<file path="src/rtl/braille_pkg.sv">
// Shared types and constants for the Braille message sequencer.
package braille_pkg;

  typedef enum logic [1:0] {
    ENTRY,
    PLAY,
    DONE
  } state_t;

  localparam int CELL_W    = 6;
  localparam int DEPTH_DEF = 8;

endpackage

</file>
<file path="src/rtl/braille_sequencer_key_pulse.sv">
// Pushbutton synchronizer with press-edge (1 to 0) one-cycle pulse.
module key_pulse (
  input  logic CLOCK_50,
  input  logic RESET_N,
  input  logic key_n,
  output logic pulse
);

  logic s1;
  logic s2;
  logic prev;

  always_ff @(posedge CLOCK_50 or negedge RESET_N) begin
    if (!RESET_N) begin
      s1    <= 1'b1;
      s2    <= 1'b1;
      prev  <= 1'b1;
      pulse <= 1'b0;
    end else begin
      s1    <= key_n;
      s2    <= s1;
      prev  <= s2;
      pulse <= prev & ~s2;
    end
  end

endmodule

</file>
<file path="src/rtl/braille_sequencer.sv">
// Stores Braille cells from switches and plays them back one per step.
module braille_sequencer
  import braille_pkg::*;
#(
  parameter int STEP_CYCLES = 25_000_000,
  parameter int DEPTH       = DEPTH_DEF
) (
  input  logic              CLOCK_50,
  input  logic              RESET_N,
  input  logic [CELL_W-1:0] SW,
  input  logic              KEY_STORE,
  input  logic              KEY_PLAY,
  output logic [CELL_W-1:0] cell_out,
  output logic              cell_valid,
  output logic [3:0]        fill_count,
  output logic              playing,
  output logic              full,
  output logic              empty
);

  localparam int CW = (STEP_CYCLES > 1) ? $clog2(STEP_CYCLES) : 1;
  localparam int AW = (DEPTH > 1) ? $clog2(DEPTH) : 1;
  localparam logic [CW-1:0] LOAD     = CW'(STEP_CYCLES - 1);
  localparam logic [3:0]    DEPTH_M1 = 4'(DEPTH - 1);

  logic              store_p;
  logic              play_p;
  state_t            state;
  logic [AW-1:0]     rd_ptr;
  logic [CW-1:0]     cnt;
  logic [CELL_W-1:0] mem [DEPTH];
  logic              last;
  logic              wr_en;

  key_pulse u_store (
    .CLOCK_50 (CLOCK_50),
    .RESET_N  (RESET_N),
    .key_n    (KEY_STORE),
    .pulse    (store_p)
  );

  key_pulse u_play (
    .CLOCK_50 (CLOCK_50),
    .RESET_N  (RESET_N),
    .key_n    (KEY_PLAY),
    .pulse    (play_p)
  );

  assign last  = (4'(rd_ptr) == fill_count - 4'd1);
  assign wr_en = (state == ENTRY) && store_p && !play_p && !full;

  // Message buffer carries no reset; only written slots are ever read.
  always_ff @(posedge CLOCK_50) begin
    if (wr_en) mem[fill_count[AW-1:0]] <= SW;
  end

  always_ff @(posedge CLOCK_50 or negedge RESET_N) begin
    if (!RESET_N) begin
      state      <= ENTRY;
      fill_count <= 4'd0;
      rd_ptr     <= '0;
      cnt        <= '0;
      cell_out   <= '0;
      cell_valid <= 1'b0;
      playing    <= 1'b0;
      full       <= 1'b0;
      empty      <= 1'b1;
    end else begin
      unique case (state)
        ENTRY: begin
          cell_out   <= SW;
          cell_valid <= 1'b1;
          playing    <= 1'b0;
          if (play_p) begin
            if (!empty) begin
              state    <= PLAY;
              rd_ptr   <= '0;
              cnt      <= LOAD;
              cell_out <= mem[0];
              playing  <= 1'b1;
            end
          end else if (store_p && !full) begin
            fill_count <= fill_count + 4'd1;
            full       <= (fill_count == DEPTH_M1);
            empty      <= 1'b0;
          end
        end
        PLAY: begin
          if (play_p) begin
            state    <= ENTRY;
            cell_out <= SW;
            playing  <= 1'b0;
          end else if (cnt == '0) begin
            if (last) begin
              state      <= DONE;
              cell_out   <= '0;
              cell_valid <= 1'b0;
              playing    <= 1'b0;
            end else begin
              rd_ptr   <= rd_ptr + AW'(1);
              cnt      <= LOAD;
              cell_out <= mem[rd_ptr + AW'(1)];
            end
          end else begin
            cnt <= cnt - CW'(1);
          end
        end
        DONE: begin
          if (play_p) begin
            state      <= PLAY;
            rd_ptr     <= '0;
            cnt        <= LOAD;
            cell_out   <= mem[0];
            cell_valid <= 1'b1;
            playing    <= 1'b1;
          end else if (store_p) begin
            state      <= ENTRY;
            fill_count <= 4'd0;
            full       <= 1'b0;
            empty      <= 1'b1;
            cell_out   <= SW;
            cell_valid <= 1'b1;
          end
        end
        default: state <= ENTRY;
      endcase
    end
  end

endmodule

</file>
<file path="config.mk">
export PLATFORM = sky130hd
export DESIGN_NAME = braille_sequencer
export DESIGN_NICKNAME = d
export VERILOG_FILES = /design/src/rtl/braille_pkg.sv /design/src/rtl/braille_sequencer_key_pulse.sv /design/src/rtl/braille_sequencer.sv
export SDC_FILE = /design/constraint.sdc
export NUM_CORES = 1
export LEC_CHECK = 0
export BUFFER_PORTS_ARGS = -buffer_cell sky130_fd_sc_hd__buf_2
export CAP_MARGIN = 0
export CORE_MARGIN = 4
export CORE_UTILIZATION = 60
export DETAILED_ROUTE_END_ITERATION = 6
export GPL_TIMING_DRIVEN = 0
export PLACE_DENSITY = 0.78
export SKIP_LAST_GASP = 1
export SLEW_MARGIN = 20
export SYNTH_ARGS = -nofsm -noshare
export SYNTH_HDL_FRONTEND = slang
export SYNTH_SLANG_ARGS = --single-unit
</file>
<file path="constraint.sdc">
create_clock -name CLOCK_50 -period 2.85 [get_ports CLOCK_50]
set_input_delay 0.1425 -clock CLOCK_50 [delete_from_list [all_inputs] [get_ports CLOCK_50]]
set_output_delay 0.1425 -clock CLOCK_50 [all_outputs]
set_load 0.01 [all_outputs]
</file>
======== Word-level counts from Yosys, hierarchy flattened ========
Memory sizes are Yosys's and may differ from the RTL's.
Index checks and enable logic that the tools add are counted.
storage, ports and cells
  bits in writable memories ............... 48
  logic and storage cells ................. 119
  register bits after elaboration ......... 52
  memories ................................ 1
  input port bits ......................... 10
  output and inout port bits .............. 14
memories
  name  depth  bits a word  rd ports  clocked after Yosys merged registers in  write ports  RTL line                 RTL
  mem   8      6            2         0                                        1            braille_sequencer.sv:31  logic [CELL_W-1:0] mem [DEPTH];
cells by class
  reductions and logical operators ........ 17
  add/sub/neg operators ................... 4
  equal/unequal tests ..................... 19
  mux-type cells .......................... 57
  bitwise gates (word level) .............. 4
operator list
  operator                                             count
  two-way mux 25 bit                                   6
  one-hot mux 25 bit (3 select lines)                  1
  two-way mux 6 bit                                    7
  logical NOT 25 bit                                   1
  subtractor 25 x 1 -> 25 bit (second input constant)  1
  two-way mux 1 bit                                    18
  two-way mux 3 bit                                    6
  one-hot mux 6 bit (3 select lines)                   1
  two-way mux 4 bit                                    4
  AND reduction 5 bit                                  3
  two-way mux 2 bit                                    7
  != test 2 bit (second input constant)                7
  one-hot mux 3 bit (3 select lines)                   1
  != test 2 x 1 -> 1 bit (second input constant)       4
  one-hot mux 4 bit (2 select lines)                   1
  AND reduction 7 bit                                  1
  != test 3 x 2 -> 1 bit (second input constant)       2
  one-hot mux 1 bit (3 select lines)                   2
  one-hot mux 2 bit (3 select lines)                   1
  AND reduction 6 bit                                  1
  adder 4 x 1 -> 4 bit (second input constant)         1
  == test 3 x 4 -> 1 bit                               1
  == test 4 x 3 -> 1 bit (second input constant)       1
  logical AND 1 bit                                    4
  15 further kinds                                     19

======== Depth between registers and ports, before layout ========
Gate-level depths: netlist of run 1.
  depth in word-level cells ............... 6
  depth in mapped cells ................... 11
  mapped depth without buffers ............ 8

======== Hierarchy ========
A second synthesis of run 1 with hierarchy kept.
unflattened totals
  cell total of the unflattened synthesis .. 415
  area, all modules ....................... 4878.4 um^2
modules (own cells, without submodules)
  module             area each (um^2)  cells an instance  times used
  braille_sequencer  4643.2            405                1
  key_pulse          117.6             5                  2

======== Worst setup path after synthesis of run 1 ========
No wires, ideal clock.
  path kind ............................... register to register
  from .................................... register fill_count[1]
  to ...................................... register cnt[13]
  stages on the path, launching flop included .. 11
  path buffers ............................ 2
  setup slack ............................. 383 ps
  arrival time ............................ 2398 ps
  cells stage by stage .................... dfrtp_1 -> clkbuf_1 -> inv_1 -> ha_1 -> xnor2_1 -> and4b_1 -> o311a_1 -> and3_1 -> buf_6 -> or4_1 -> nand3_1
between the ends
  longest elaborated chain between the ends .. 4
RTL lines
  element                               RTL line                  RTL
  start: declaration                    braille_sequencer.sv:15   output logic [3:0] fill_count,
  start signal: assignment              braille_sequencer.sv:83   fill_count <= fill_count + 4'd1;
  subtractor 4 x 1 -> 4 bit             braille_sequencer.sv:49   assign last = (4'(rd_ptr) == fill_count - 4'd1);
  == test 3 x 4 -> 1 bit                braille_sequencer.sv:49
  != test 3 bit (no source line)        -
  AND reduction 6 bit (no source line)  -
  end signal: assignment                braille_sequencer.sv:105  cnt <= cnt - CW'(1);
  end: declaration                      braille_sequencer.sv:30   logic [CW-1:0] cnt;
No other way between the ends.
A chain may end at the register's enable or synchronous reset.

======== Final worst setup path of run 1 ========
  from .................................... register u_play.pulse
  to ...................................... memory mem[3][1] (enable)
between the ends
  longest elaborated chain between the ends .. 5
RTL lines
  element                                  RTL line                           RTL
  start: declaration                       braille_sequencer_key_pulse.sv:6   output logic pulse
  start signal: assignment                 braille_sequencer_key_pulse.sv:23  pulse <= prev & ~s2;
  logical NOT 1 bit                        braille_sequencer.sv:50            assign wr_en = (state == ENTRY) && store_p && !play_p && !full;
  logical AND 1 bit (2 in a row)           braille_sequencer.sv:50
  two-way mux 1 bit                        braille_sequencer.sv:54            if (wr_en) mem[fill_count[AW-1:0]] <= SW;
  two-way mux 1 bit (implied by the code)  braille_sequencer.sv:54
  end: declaration                         braille_sequencer.sv:31
No other way between the ends.

==> results.toml, run 1 <==
[status]
status = "finished clean"

[layout]
areaGrowthSynthToFinish_pct = 10.50
layout.nets = 476
n_antenna_cell = 0
layout-drive-gt1-share_pct = 18.57
stdcell_area_um2 = 5436

[clock_tree]
clk_latency_ps = 380
cts_tree = "built"
clock_sinks = 100
cts-root-buf = "clkbuf_8"
htreeDepth = 3
cts_buffer_depth = 2
numCtsBuffers = 9
clk_pin_slew_worst_paths_ps = 110
post_cts_buffers = 0

[timing]
layout_min_cycle_time_ps = 2686
slew_headroom_pct = 35.35
setup_ws_ps = 164.2
drv_slew = 0
clock_skew_ps = 15.77
timing.final.crit_share_pct = 94.24
worst_slew_pin_slew_ps = 962.8
hold_viol = 0
clock.fmax_ghz = 0.3723
setup_viol = 0

[detailed_routing]
ant_nets = 0
vias = 3637
drt_iter0_drc = 321
remaining_drc_errors = 0
drtPass1Iterations = 5
viasPerCell = 6.437
wl_per_cell_um = 19.28
routed_wirelength_um = 10890

[yosys]
yosys.area.top_type_share_pct = 29.30
synth_edf_count = 48
seq_area_frac_synth_pct = 55.93
synth_flop_cell = "edfxtp_1"
ys_warn_count = 0
ys_ff_latch = 100
ys_async_sr_fraction_pct = 52.00
synth_area_leaders = "edfxtp_1 (29%), dfrtp_1 (23%), mux4_2 (5.5%), dfstp_2 (3.7%), nand2_1 (3.1%)"
syn_inst = 422
syn_area_per_cell_um2 = 11.66
netlist_area_um2 = 4920
yosysUniqueCellTypes = 62
synth_nets = 440
yosysTopAreaCell = "edfxtp_1"

[critical_path]
endpoint_kind = "register"
cp.required_ps = 2860
reg2regPathDepth = 5
critPathCapture = "mem[3][1]"
crit_arrival_ps = 2700
timing.rr.start = "u_play.pulse"
startpoint = "u_play.pulse"
cp-start-kind = "register"
r2r_setup_slack_ps = 160
crit_fanout = 10
critical_path_class = "register to register"
r2r_end = "mem[3][1]"

[die]
die_area_um2 = 9712
die_w_um = 98.55
ioPinCount = 24
core_um2 = 7848
initial_core_util_pct = 62.69
die_height_um = 98.55
num_rows = 32

[global_routing]
grt_max_degree = 53
overflow = 0
grt_pass1_wl_um = 18250
grt_pass1_vias = 3607
antenna_found_initial = 0
grtUsageTotal_pct = 23.44

[placed_design]
port_buffers = 23
post-place-ws_ps = 44.23
place_area_um2 = 5165
hpwlAfterDp_um = 7652
place.gp.congestion = 0.8770

[power_and_ir_drop]
ir_drop_uv = 563.6
power.density_nw_per_um2 = 814.2
p_leak_nw = 2.051

[run]
cap_viol_max_count = 0

[min_path]
hold_class = "input pin to register"
area by class of cell:
class	instances	area, µm²
Timing Repair Buffer	26	147.6
Buffer	20	105.1
Inverter	11	41.29
Tap cell	102	127.6
Clock buffer	9	123.9
Fill cell	598	2411
Multi-Input combinational cell	290	2041
Clock inverter	7	97.59
Sequential cell	100	2753
placed cells by master (no fill, tap or decap), drive strengths merged, types with 3 or more instances in the layout:
master	instances
mux2	5
dlygate4sd3	3
a21o	3
nand4	3
clkbuf	18
dfrtp	45
or2	3
a221oi	3
buf	34
nor2b	4
nand2	40
ha	8
nand2b	8
a21oi	17
or4	10
o21ai	26
a31oi	3
o211ai	5
inv	15
mux2i	7
or3	7
and3	4
o41ai	4
a22o	10
nor3	13
mux4	12
nor2	35
o31ai	13
edfxtp	48
nor4	4
dfstp	7
nand3	14
logic make-up (layout without fill, tap and decap cells):
logic type               Yosys count  in the layout  synth area share (%)
XOR/XNOR                           4              4                0.7122
AO/OA/AOI/OAI                     98             98                 13.58
buffers and inverters             32             73                 3.001
flip-flops                       100            100                 55.93
multiplexers                      24             24                 8.062
AND/OR/NAND/NOR                  156            156                 16.68
adder cells (fa/ha/maj)            8              8                 2.035
routing by layer:
metal / global-route usage, % / wire [µm]
met3: 4.742 / 750
met4: 6.933 / 141
met2: 35.83 / 5088
met1: 34.35 / 4914
met5: 0 / 0
sequential cells by signal, summed over array words and instances (netlist names), 2 cells and up:
register and cells:
cell_out 6, cnt 25, fill_count 4, mem 48, rd_ptr 3, state 2
repair_timing:
item                       4_1_cts  5_1_grt
hold buffers                     3        0
gates resized for setup          1        8
setup endpoints to repair        2       32
hold endpoints to repair        47        0
critical path: stages (launching register included):
cell,delay [ps]
dfrtp_1,440
clkbuf_1,230
buf_1,310
nor4b_1,520
nand2_1,230
nor2_1,580
worst min path at each step:
| stage | slack [ps] | to | cells past startpoint | startpoint |
|---|---|---|---|---|
| 2_1_floorplan | -150 | cell_out[0] | 0 | RESET_N |
| 3_3_place_gp | 250 | u_store.s1 | 1 | KEY_STORE |
| 3_5_place_dp | 230 | cell_out[5] | 1 | RESET_N |
| 4_1_cts | 70 | mem[6][4] | 1 | SW[4] |
| 5_1_grt | 80 | mem[6][4] | 1 | SW[4] |
| 6_report | 80 | mem[6][4] | 1 | SW[4] |
where the power goes:
part	total [mW]	internal, mW	switching, mW	leakage [nW]
Combinational	1.56	0.644	0.917	0.920
Clock	0.999	0.437	0.562	0.113
Sequential	1.87	1.69	0.175	1.02
Total	4.43	2.77	1.65	2.05
Yosys cell counts (3+ instances only):
| library cell | instances |
|---|---|
| nand4_1 | 3 |
| ha_1 | 8 |
| buf_1 | 4 |
| o211ai_1 | 5 |
| o41ai_1 | 4 |
| inv_1 | 11 |
| mux2i_1 | 7 |
| o31ai_1 | 12 |
| and3_1 | 4 |
| or3_1 | 7 |
| a21o_1 | 3 |
| dfstp_2 | 7 |
| dfrtp_1 | 45 |
| nor2_1 | 34 |
| nand2_1 | 40 |
| clkbuf_1 | 10 |
| or4_1 | 9 |
| a31oi_1 | 3 |
| a21oi_1 | 17 |
| nand3_1 | 14 |
| mux4_2 | 12 |
| edfxtp_1 | 48 |
| mux2_2 | 5 |
| nor2b_1 | 4 |
| nor3_1 | 13 |
| a221oi_1 | 3 |
| nand2b_1 | 8 |
| buf_2 | 4 |
| o21ai_0 | 26 |
| a22o_1 | 10 |
through the flow:
stage          hold slack (ps)  power [mW]  cells  setup TNS [ps]  utilization (%)
4_1_cts                  74.08       4.430    566               0            69.08
2_1_floorplan           -153.1       2.971    422               0                -
3_5_place_dp             225.9       3.431    547               0            65.82
6_report                 76.22       4.426    565               0            69.28
3_3_place_gp             250.8       3.373    547               0            65.78
5_1_grt                  83.70       4.693    565          -2.587            69.28
(Power assumes the default switching activity.)
==> inputs of run 2 (changes only) <==
- CELL_PAD_IN_SITES_DETAIL_PLACEMENT: unset -> 0
- CELL_PAD_IN_SITES_GLOBAL_PLACEMENT: unset -> 1
- CORE_UTILIZATION: 60 -> 50
- PLACE_DENSITY: 0.78 -> unset
- PLACE_DENSITY_LB_ADDON: unset -> 0.1
==> results.toml, run 2 (synthesis gave the netlist of run 1 again) <==
[power_and_ir_drop]
seqPwrFrac_pct = 43.8
finalPower_mw = 4.270
ir_drop_uv = 466.8
internal_power_mw = 2.674
p_sw_share_pct = 37.37
p_comb_share_pct = 35.9
power.density_nw_per_um2 = 784.8
p_clk_share_pct = 20.3
p_switching_mw = 1.596
p_leak_nw = 2.039

[critical_path]
critical_path_class = "register to register"
cp-start-kind = "register"
crit_fanout = 10
crit_arrival_ps = 2650
cp.required_ps = 2860
endpoint_kind = "register"

[layout]
fillers = 825
largest_register_ffs = 48
areaGrowthSynthToFinish_pct = 10.61
layout-drive-gt1-share_pct = 18.79
multi_input_area_um2 = 2047
layout.nets = 476
final_common_cell = "edfxtp_1"
layout_common_cells = "edfxtp_1 (48), dfrtp_1 (44), nand2_1 (40), nor2_1 (34)"
ff_latch_area_um2 = 2753
n_antenna_cell = 0
stdcell_area_um2 = 5441
instances_no_fill = 592

[die]
initial_core_util_pct = 52.25
die_w_um = 107.2
core_um2 = 9415
ioPinCount = 24
die_height_um = 107.2
num_rows = 35
die_area_um2 = 11490

[global_routing]
grt_pass1_wl_um = 18240
grt_max_degree = 53
overflow = 0
antenna_found_initial = 0
grtUsageTotal_pct = 20.31
grt_pass1_vias = 3362

[timing]
slew_headroom_pct = 37.22
hold_viol = 0
layout_min_cycle_time_ps = 2638
setup_viol = 0
clock_skew_ps = 9.260
drv_slew = 0
timing.final.crit_share_pct = 92.55
clock.fmax_ghz = 0.3791
rsz0062_at_grt = "true"
worst_slew_pin_slew_ps = 935.0

[detailed_routing]
wl_per_cell_um = 18.53
routed_wirelength_um = 10970
drt_iter0_drc = 329
viasPerCell = 6.069
remaining_drc_errors = 0
ant_nets = 0
drtPass1Iterations = 5
vias = 3593

[placed_design]
dp.cells = 574
hpwlAfterDp_um = 7894
place.gp.congestion = 0.8100
place_area_um2 = 5199
port_buffers = 23

[status]
status = "finished clean"

[clock_tree]
numCtsBuffers = 9
clk_pin_slew_worst_paths_ps = 100
clock_sinks = 100
cts_tree = "built"
clk_latency_ps = 360
htreeDepth = 3
cts_buffer_depth = 2
cts-root-buf = "clkbuf_8"
post_cts_buffers = 0

[min_path]
hold_class = "input pin to register"

[run]
cap_viol_max_count = 0
run 2: what timing repair did:
item,4_1_cts,5_1_grt
endpoints found under the hold margin,47,0
gates resized for setup,1,9
endpoints found under the setup margin,8,31
hold buffers,3,0
run 2: critical path, cell delays in order, from the launching register on:
cell and delay (ps):
dfrtp_1 430, clkbuf_1 260, buf_1 330, nor4b_1 510, nand2_1 200, nor2_1 560
run 2: path summary, 6_finish.rpt:
| path | start | endpoint | slack [ps] | cells past startpoint |
|---|---|---|---|---|
| worst max-delay path | u_play.pulse | mem[5][4] | 210 | 5 |
| worst min-delay path | SW[2] | mem[5][2] | 90 | 1 |
| worst max register to register | u_play.pulse | mem[5][4] | 210 | 5 |
| worst min register to register | u_store.s2 | u_store.prev | 370 | 0 |
| max in group asynchronous | RESET_N | fill_count[1] | 2010 | 2 |
| min in group asynchronous | RESET_N | cell_out[5] | 350 | 2 |
run 2: final cells by class:
| type | instances | share of cell area (%) |
|---|---|---|
| buffer | 20 | 1.931 |
| clock buffer | 9 | 2.276 |
| clock inverter | 7 | 1.150 |
| inverter | 11 | 0.7588 |
| multi-input combinational | 290 | 37.62 |
| sequential | 100 | 50.59 |
| tap | 129 | 2.966 |
| timing repair buffer | 26 | 2.713 |
run 2: metrics by stage:
stage	hold slack, ps	utilization (%)	setup TNS (ps)	worst slack [ps]
6_report	87.96	57.79	0	212.2
5_1_grt	90.18	57.79	-85.74	-52.75
4_1_cts	73.15	57.57	-25.78	-17.87
3_5_place_dp	223.7	55.22	-150.0	-25.53
3_3_place_gp	248.7	55.19	0	16.56
2_1_floorplan	-153.1	-	0	382.8
run 2: routing by layer:
layer | routed length [µm] | part of all wire (%) | global-route usage (%)
met1 | 5431 | 49 | 32.34
met2 | 4823 | 44 | 28.60
met3 | 581 | 5.3 | 3.191
met4 | 137 | 1.2 | 5.662
met5 | 0 | 0 | 0
run 2: power groups by stage:
stage | Combinational (mW) | Sequential, mW | Clock [mW]
after CTS | 1.56 | 1.85 | 0.900
final | 1.53 | 1.87 | 0.867
after floorplan | 1.09 | 1.88 | 0
after global placement | 1.53 | 1.88 | 0
after global routing | 1.72 | 1.90 | 0.979
after detailed placement | 1.54 | 1.88 | 0
